[src/rtl/mul_pkg.sv]
// Shared types and constants for the shared-multiplier arbiter.
//   OP_W      operand width of the shared multiplier
//   PROD_W    product width
//   MAX_ID_W  widest requester index supported (NREQ up to 8)
//   mul_req_t operand pair held in the operand register
//   mul_rsp_t tagged product held in the response register
package mul_pkg;

    localparam int unsigned OP_W     = 16;
    localparam int unsigned PROD_W   = 32;
    localparam int unsigned MAX_ID_W = 3;

    typedef struct packed {
        logic [OP_W-1:0] a;
        logic [OP_W-1:0] b;
    } mul_req_t;

    typedef struct packed {
        logic [MAX_ID_W-1:0] id;
        logic [PROD_W-1:0]   product;
    } mul_rsp_t;

endpackage

[src/rtl/rr_arbiter.sv]
// Combinational round-robin arbiter.
//   req       request vector, one bit per requester
//   rr_ptr    index the search starts from (wraps modulo NREQ)
//   grant     one-hot grant, all zero when no request is pending
//   grant_idx index of the granted requester (0 when none)
module rr_arbiter #(
    parameter int unsigned NREQ = 4,
    parameter int unsigned ID_W = $clog2(NREQ)
) (
    input  logic [NREQ-1:0] req,
    input  logic [ID_W-1:0] rr_ptr,
    output logic [NREQ-1:0] grant,
    output logic [ID_W-1:0] grant_idx
);

    always_comb begin
        int unsigned idx;
        logic        found;
        grant     = '0;
        grant_idx = '0;
        found     = 1'b0;
        idx       = 0;
        for (int unsigned k = 0; k < NREQ; k++) begin
            idx = (32'(rr_ptr) + k) % NREQ;
            if (!found && req[idx]) begin
                found      = 1'b1;
                grant[idx] = 1'b1;
                grant_idx  = ID_W'(idx);
            end
        end
    end

endmodule

[src/rtl/mul_share_arb.sv]
// Shares one external combinational signed 16x16 multiplier between NREQ
// requesters. A round-robin arbiter selects a requester into the operand
// register (stage 1), which drives mul_a/mul_b; the product mul_p is caught
// in the response register (stage 2), which drives the response channel.
//   clk, rst_n              clock, async active-low reset
//   req_valid/req_ready     per-requester request handshake
//   req_a, req_b            packed operands, requester i at [16i+15:16i]
//   mul_a, mul_b, mul_p     connection to the shared multiplier
//   rsp_valid/rsp_ready     response handshake
//   rsp_id, rsp_product     owning requester index and signed product
//   busy                    either pipeline stage holds data
module mul_share_arb
    import mul_pkg::*;
#(
    parameter int unsigned NREQ = 4,
    parameter int unsigned ID_W = $clog2(NREQ)
) (
    input  logic                 clk,
    input  logic                 rst_n,
    input  logic [NREQ-1:0]      req_valid,
    output logic [NREQ-1:0]      req_ready,
    input  logic [NREQ*OP_W-1:0] req_a,
    input  logic [NREQ*OP_W-1:0] req_b,
    output logic [OP_W-1:0]      mul_a,
    output logic [OP_W-1:0]      mul_b,
    input  logic [PROD_W-1:0]    mul_p,
    output logic                 rsp_valid,
    input  logic                 rsp_ready,
    output logic [ID_W-1:0]      rsp_id,
    output logic [PROD_W-1:0]    rsp_product,
    output logic                 busy
);

    logic [NREQ-1:0] grant;
    logic [ID_W-1:0] grant_idx;

    logic            s1_valid_q;
    mul_req_t        s1_req_q;
    logic [ID_W-1:0] s1_id_q;
    logic            s2_valid_q;
    mul_rsp_t        s2_rsp_q;
    logic [ID_W-1:0] rr_ptr_q, rr_ptr_d;

    logic     s2_en, s1_adv, s1_en, any_req, xfer;
    mul_req_t sel_req;
    logic     unused_id_bits;

    rr_arbiter #(
        .NREQ (NREQ),
        .ID_W (ID_W)
    ) u_arb (
        .req       (req_valid),
        .rr_ptr    (rr_ptr_q),
        .grant     (grant),
        .grant_idx (grant_idx)
    );

    // Stage 2 frees up when empty or being drained; stage 1 when empty or moving on.
    assign s2_en   = !s2_valid_q || rsp_ready;
    assign s1_adv  = s1_valid_q && s2_en;
    assign s1_en   = !s1_valid_q || s1_adv;
    assign any_req = |req_valid;

    // rst_n gates ready so nothing looks accepted while reset is held.
    assign req_ready = grant & {NREQ{any_req && s1_en && rst_n}};
    assign xfer      = |(req_valid & req_ready);

    always_comb begin
        sel_req = '0;
        for (int unsigned i = 0; i < NREQ; i++) begin
            if (grant[i]) begin
                sel_req.a = req_a[OP_W*i +: OP_W];
                sel_req.b = req_b[OP_W*i +: OP_W];
            end
        end
    end

    always_comb begin
        rr_ptr_d = grant_idx + 1'b1;
        if (grant_idx == ID_W'(NREQ - 1)) begin
            rr_ptr_d = '0;
        end
    end

    always_ff @(posedge clk or negedge rst_n) begin
        if (!rst_n) begin
            s1_valid_q <= 1'b0;
            s1_req_q   <= '0;
            s1_id_q    <= '0;
            s2_valid_q <= 1'b0;
            s2_rsp_q   <= '0;
            rr_ptr_q   <= '0;
        end else begin
            if (xfer) begin
                s1_valid_q <= 1'b1;
                s1_req_q   <= sel_req;
                s1_id_q    <= grant_idx;
                rr_ptr_q   <= rr_ptr_d;
            end else if (s1_en) begin
                s1_valid_q <= 1'b0;
            end

            if (s1_adv) begin
                s2_valid_q       <= 1'b1;
                s2_rsp_q.id      <= MAX_ID_W'(s1_id_q);
                s2_rsp_q.product <= mul_p;
            end else if (s2_en) begin
                s2_valid_q <= 1'b0;
            end
        end
    end

    assign mul_a       = s1_req_q.a;
    assign mul_b       = s1_req_q.b;
    assign rsp_valid   = s2_valid_q;
    assign rsp_id      = s2_rsp_q.id[ID_W-1:0];
    assign rsp_product = s2_rsp_q.product;
    assign busy        = s1_valid_q || s2_valid_q;

    // Upper id bits are zero for small NREQ.
    assign unused_id_bits = ^s2_rsp_q.id;

endmodule

[config.mk]
export PLATFORM = sky130hd
export DESIGN_NAME = mul_share_arb
export DESIGN_NICKNAME = d
export VERILOG_FILES = /design/src/rtl/mul_pkg.sv /design/src/rtl/rr_arbiter.sv /design/src/rtl/mul_share_arb.sv
export SDC_FILE = /design/constraint.sdc
export NUM_CORES = 1
export LEC_CHECK = 0
export BUFFER_PORTS_ARGS = -buffer_cell sky130_fd_sc_hd__buf_2
export CAP_MARGIN = 10
export CORE_ASPECT_RATIO = 1.5
export CORE_UTILIZATION = 35
export CTS_BUF_LIST = sky130_fd_sc_hd__clkbuf_16
export CTS_CLUSTER_DIAMETER = 50
export CTS_CLUSTER_SIZE = 14
export DETAILED_ROUTE_END_ITERATION = 8
export PLACE_DENSITY = 0.64
export SLEW_MARGIN = 20
export SYNTH_ARGS = -nofsm -noshare
export SYNTH_HDL_FRONTEND = slang
export SYNTH_SLANG_ARGS = --single-unit
export TNS_END_PERCENT = 30
[constraint.sdc]
create_clock -name clk -period 7.4 [get_ports clk]
set_clock_uncertainty 0.2 [all_clocks]
set_input_delay 1.48 -clock clk [delete_from_list [all_inputs] [get_ports clk]]
set_output_delay 1.48 -clock clk [all_outputs]
set_load 0.02 [all_outputs]
-- Word level (Yosys, flattened, before mapping)
Index checks and enable logic that the tools add are counted.
- reductions and logical operators: 22
- bitwise operators: 5
- $add $sub $neg: 4
- $lt $le $gt $ge: 8
- multiplexer cells: 36
- equality and inequality tests: 1
- operators by type and width (kind ; count):
    $mux W32 ; 4
    $mux W4 ; 4
    $mux W1 ; 15
    $lt A2 B3 Y1 const B ; 4
    $or A4 B4 Y4 ; 3
    $logic_and A1 B1 Y1 ; 10
    $mux W2 ; 5
    $and A4 B4 Y4 ; 2
    $bmux W1 S2 ; 4
    $demux W1 S2 ; 4
    $ge A2 B1 Y1 const B ; 4
    $reduce_or A4 Y1 ; 2
    $logic_not A1 Y1 ; 5
    $add A2 B1 Y2 const B ; 2
    $add A2 B2 Y2 const B ; 2
    $reduce_bool A2 Y1 ; 2
    $logic_or A1 B1 Y1 ; 3
    $eq A2 B2 Y1 const B ; 1
- word-level logic and storage cells: 84
- bits of input ports: 167
- register bits after elaboration: 72
- output and inout bits: 72

-- Longest topological paths before layout
- depth in word-level cells: 16
- mapped depth: 13
- depth with buffers taken out: 9

-- By module
A second synthesis with hierarchy kept.
- cells, all modules: 403
- area, all modules: 4096.4 sq um
- by module, submodules not included (module ; area each (sq um) ; seq. area each (sq um) ; instances ; cells an instance):
    mul_share_arb ; 3657.3 ; 1801.7 ; 1 ; 355
    rr_arbiter ; 439.2 ; 0.0 ; 1 ; 48

-- Worst setup path before layout
Ideal clock, no wire load.
- kind: input -> output
- from: input req_valid[2]
- to: output req_ready[2]
- slack: 2405 ps
- cell stages on the path: 8
- data arrival time: 3315 ps
- required time: 5720 ps
- buffers on the path: 3
- cells stage by stage: buf_2 -> or3b_1 -> a2111o_1 -> nand2_1 -> a21oi_1 -> buf_2 -> buf_1 -> nor2_1
- cells in the longest elaborated chain, start to end: 13
- elaborated cells between the ends (all ways): 28
- those cells by class: 15 x mux; 4 x bitwise; 9 x reduce/logical
- ends and longest elaborated chain (element ; RTL line ; RTL):
    from (decl) ; mul_share_arb.sv:20 ; input logic [NREQ-1:0] req_valid,
    $bmux W1 S2 ; rr_arbiter.sv:25 ; if (!found && req[idx]) begin
    $mux W1 (not written as such) ; rr_arbiter.sv:25 ;
    $mux W1 ; rr_arbiter.sv:25 ;
    $logic_not A1 Y1 ; rr_arbiter.sv:25 ;
    $logic_and A1 B1 Y1 ; rr_arbiter.sv:25 ;
    $mux W1 ; rr_arbiter.sv:25 ;
    $logic_not A1 Y1 ; rr_arbiter.sv:25 ;
    $logic_and A1 B1 Y1 ; rr_arbiter.sv:25 ;
    $mux W1 ; rr_arbiter.sv:25 ;
    $logic_not A1 Y1 ; rr_arbiter.sv:25 ;
    $logic_and A1 B1 Y1 ; rr_arbiter.sv:25 ;
    $mux W4 ; rr_arbiter.sv:25 ;
    $and A4 B4 Y4 (*) ; mul_share_arb.sv:65 ; assign req_ready = grant & {NREQ{any_req && s1_en && rst_n}};
    to (decl) ; mul_share_arb.sv:21 ; output logic [NREQ-1:0] req_ready,
Every way passes the cells marked *; elsewhere a longest branch is shown, timed or not. The select of a mux whose other input is x is not followed.

-- Final worst setup path
- from: input req_valid[0]
- to: output req_ready[2]
The elaborated chain is that of the path after synthesis.

==> results.sh <==
export IMPL_cpMostUsedCell="buf_2"
export IMPL_synth_enable_flop_cells=0
export IMPL_pin_count=239
export IMPL_ys_seq_elements=72
export IMPL_p_leak_nw=2.86
export IMPL_placed_cells=858
export IMPL_criticalPathCategory="input pin to primary output"
export IMPL_ant_nets=0
export IMPL_p_clk_frac=0.148
export IMPL_synth_area_sq_um=4570
export IMPL_fmax_ghz=0.197
export IMPL_yosys_warnings=0
export IMPL_p_seq_frac=0.231
export IMPL_combPwrFrac=0.621
export IMPL_totalWireLength_mm=14.5
export IMPL_numClockSinks=72
export IMPL_synth_ff_type="dfrtp_1"
export IMPL_final_core_util=0.487
export IMPL_clock_latency_ns=0.33
export IMPL_grt_pass1_wl_mm=22.2
export IMPL_clock_root_buffer="clkbuf_16"
export IMPL_overflow=0
export IMPL_p_switching_mw=1.51
export IMPL_ys_seq_area_frac=0.394
export IMPL_gr_usage_all_layers=0.213
export IMPL_drc=0
export IMPL_cp_max_fo=43
export IMPL_io_buffers=238
export IMPL_critPathRequiredTime_ns=5.72
export IMPL_clock_path_buffers=2
export IMPL_cts_tree="built"
export IMPL_switching_share=0.480
export IMPL_synth_area_per_cell_sq_um=9.05
export IMPL_postSynthNetCount=678
export IMPL_first_pass_iters=4
export IMPL_outcome="complete, no violations"
export IMPL_ctsResizeCount=0
export IMPL_post_cts_setup_buffers=0
export IMPL_cts_hold_buf=0
export IMPL_synth_cell_type_count=46
export IMPL_maxCapViolCount=0
export IMPL_die_w_microns=95.3
export IMPL_final_setup_viol_count=0
export IMPL_row_count=50
export IMPL_crit_chain="buf_2 -> mux4_2 -> nor2b_1 -> a21oi_1 -> a21oi_4 -> nor2_1 -> buf_2"
export IMPL_async_flop_share=1.00
export IMPL_diodes=0
export IMPL_hpwl_mm=10.6
export IMPL_relSlewSlack=0.371
export IMPL_peakVddDrop_mv=0.234
export IMPL_area_delta_synth_final_pct=34.7
export IMPL_routabilityCongestion=0.852
export IMPL_drt_initial_drc_count=166
export IMPL_synth_area_leaders="dfrtp_1, mux2_2, o2111ai_1"
export IMPL_final_nets=886
export IMPL_ys_top_cells_by_count="dfrtp_1, nand2_1, nor2_1, o21ai_0"
export IMPL_fillerInstances=1239
export IMPL_worst_pin_slew_ns=0.944
export IMPL_yosysMostFrequentCell="dfrtp_1"
export IMPL_core_sq_um=12600
export IMPL_grt_max_degree=74
export IMPL_period_share=0.684
export IMPL_final_min_clock_period_ns=5.06
export IMPL_grt_pass1_vias=4714
export IMPL_start_util=0.362
export IMPL_cts_htree_levels=3
export IMPL_timing_hold_worst_class="flip-flop to flip-flop"
export IMPL_cpPeakStageDelay_ns=0.79
export IMPL_syn_inst=505
export IMPL_cts_made_buffers=9
export IMPL_final_cell_count_no_fill=874
export IMPL_die_area_sq_um=13500
export IMPL_clkTransAtPathRegs_ns=0.05
export IMPL_rsz0062_at_grt="false"
export IMPL_drive_gt1_frac=0.423
export IMPL_end_kind="primary output"
export IMPL_vias_per_cell=5.43
export IMPL_hold_viol_final=0
export IMPL_die_y_microns=142
export IMPL_startpoint_type="input pin"
export IMPL_timing_hold_ws_ns=0.278
export IMPL_synth_top_area_cell="dfrtp_1"
export IMPL_num_vias=4743
export IMPL_cp_arrival_ns=3.38
export IMPL_wl_per_cell_microns=16.6
export IMPL_power_density_nw_per_um2=512
export IMPL_slew_violations=0
export IMPL_slowest_stage="mux4_2"
export IMPL_yosys_area_top_type_share=0.394
export IMPL_p_int_mw=1.64
export IMPL_grt_antenna_before_repair=0
export IMPL_tns_ns=0
==> final timing paths <==
path | from | to | slack (ns) | cells past startpoint
min in group asynchronous | rst_n | mul_a[3] | 1.09 | 1
max in group asynchronous | rst_n | mul_b[5] | 5.30 | 1
min reg2reg | rsp_id[1] | rsp_id[1] | 0.28 | 2
max | req_valid[0] | req_ready[2] | 2.34 | 7
min | rsp_id[1] | rsp_id[1] | 0.28 | 2
max reg2reg | flip-flop | mul_b[6] | 2.93 | 10
==> cell families (layout without fill, tap and decap cells) <==
| group | after synthesis | in the layout | share of synthesized area |
|---|---|---|---|
| flops | 72 | 72 | 0.394 |
| mux | 41 | 41 | 0.107 |
| buf+inv | 83 | 296 | 0.0769 |
| simple gates | 134 | 134 | 0.151 |
| xor+xnor | 1 | 1 | 0.00192 |
| fa+ha+maj | 6 | 6 | 0.0164 |
| compound gates | 168 | 168 | 0.253 |
==> final cells by class <==
class | instances | area (sq um) | share of cell area
clock buffer | 9 | 225 | 0.0366
clock inverter | 7 | 95.1 | 0.0154
inverter | 37 | 139 | 0.0226
multi-input combinational | 350 | 2470 | 0.401
sequential | 72 | 1800 | 0.293
tap | 156 | 195 | 0.0317
timing repair buffer | 243 | 1230 | 0.200
==> state kept, by name, indices dropped and copies added (netlist names), named ones only <==
register	cells
mul_b	16
mul_a	16
s1_valid_q	1
rsp_product	32
rr_ptr_q	1
rsp_id	2
rsp_valid	1
s1_id_q	2
==> routing by layer <==
metal / global-route usage / vias to the layer above / part of all wire / routed length (microns)
li1: - / 2277 / - / -
met1: 0.227 / 2200 / 0.38 / 5500
met2: 0.387 / 234 / 0.51 / 7430
met3: 0.0470 / 32 / 0.077 / 1110
met4: 0.104 / 0 / 0.029 / 426
met5: 0 / - / 0 / 0
==> power by group through the flow <==
| stage | clock [mW] | combinational [mW] | sequential, mW |
|---|---|---|---|
| finish | 0.466 | 1.96 | 0.727 |
| global route | 0.495 | 2.16 | 0.760 |
| CTS | 0.483 | 1.98 | 0.729 |
| detailed placement | 0 | 1.97 | 0.734 |
| global placement | 0 | 1.94 | 0.729 |
| floorplan | 0 | 1.21 | 0.945 |
==> critical path, delay by kind of cell <==
kind	cells	cell delay, ns
compound gates	2	0.34
buf+inv	2	0.37
mux	1	0.79
simple gates	2	0.40
==> layout by cell type, fill, tap and decap left out, types with 9 or more instances in the layout <==
cell	netlist	layout
a21oi_1	11	10
a31oi_1	33	33
buf_2	20	237
clkbuf_16	0	9
dfrtp_1	72	72
inv_1	37	37
mux2_2	33	33
nand2_1	40	40
nand3b_1	37	37
nor2_1	40	40
o2111ai_1	32	32
o211ai_1	33	33
o21ai_0	39	39
==> stage by stage <==
| stage | instance area (sq um) | power, mW | setup slack [ns] |
|---|---|---|---|
| after floorplan | 4570 | 2.15 | 2.41 |
| after global placement | 5840 | 2.67 | 2.38 |
| after detailed placement | 5840 | 2.71 | 2.35 |
| after CTS | 6160 | 3.19 | 2.35 |
| after global routing | 6160 | 3.42 | 2.23 |
| final | 6160 | 3.15 | 2.34 |
No activity file was read; power rests on OpenSTA's default activity.
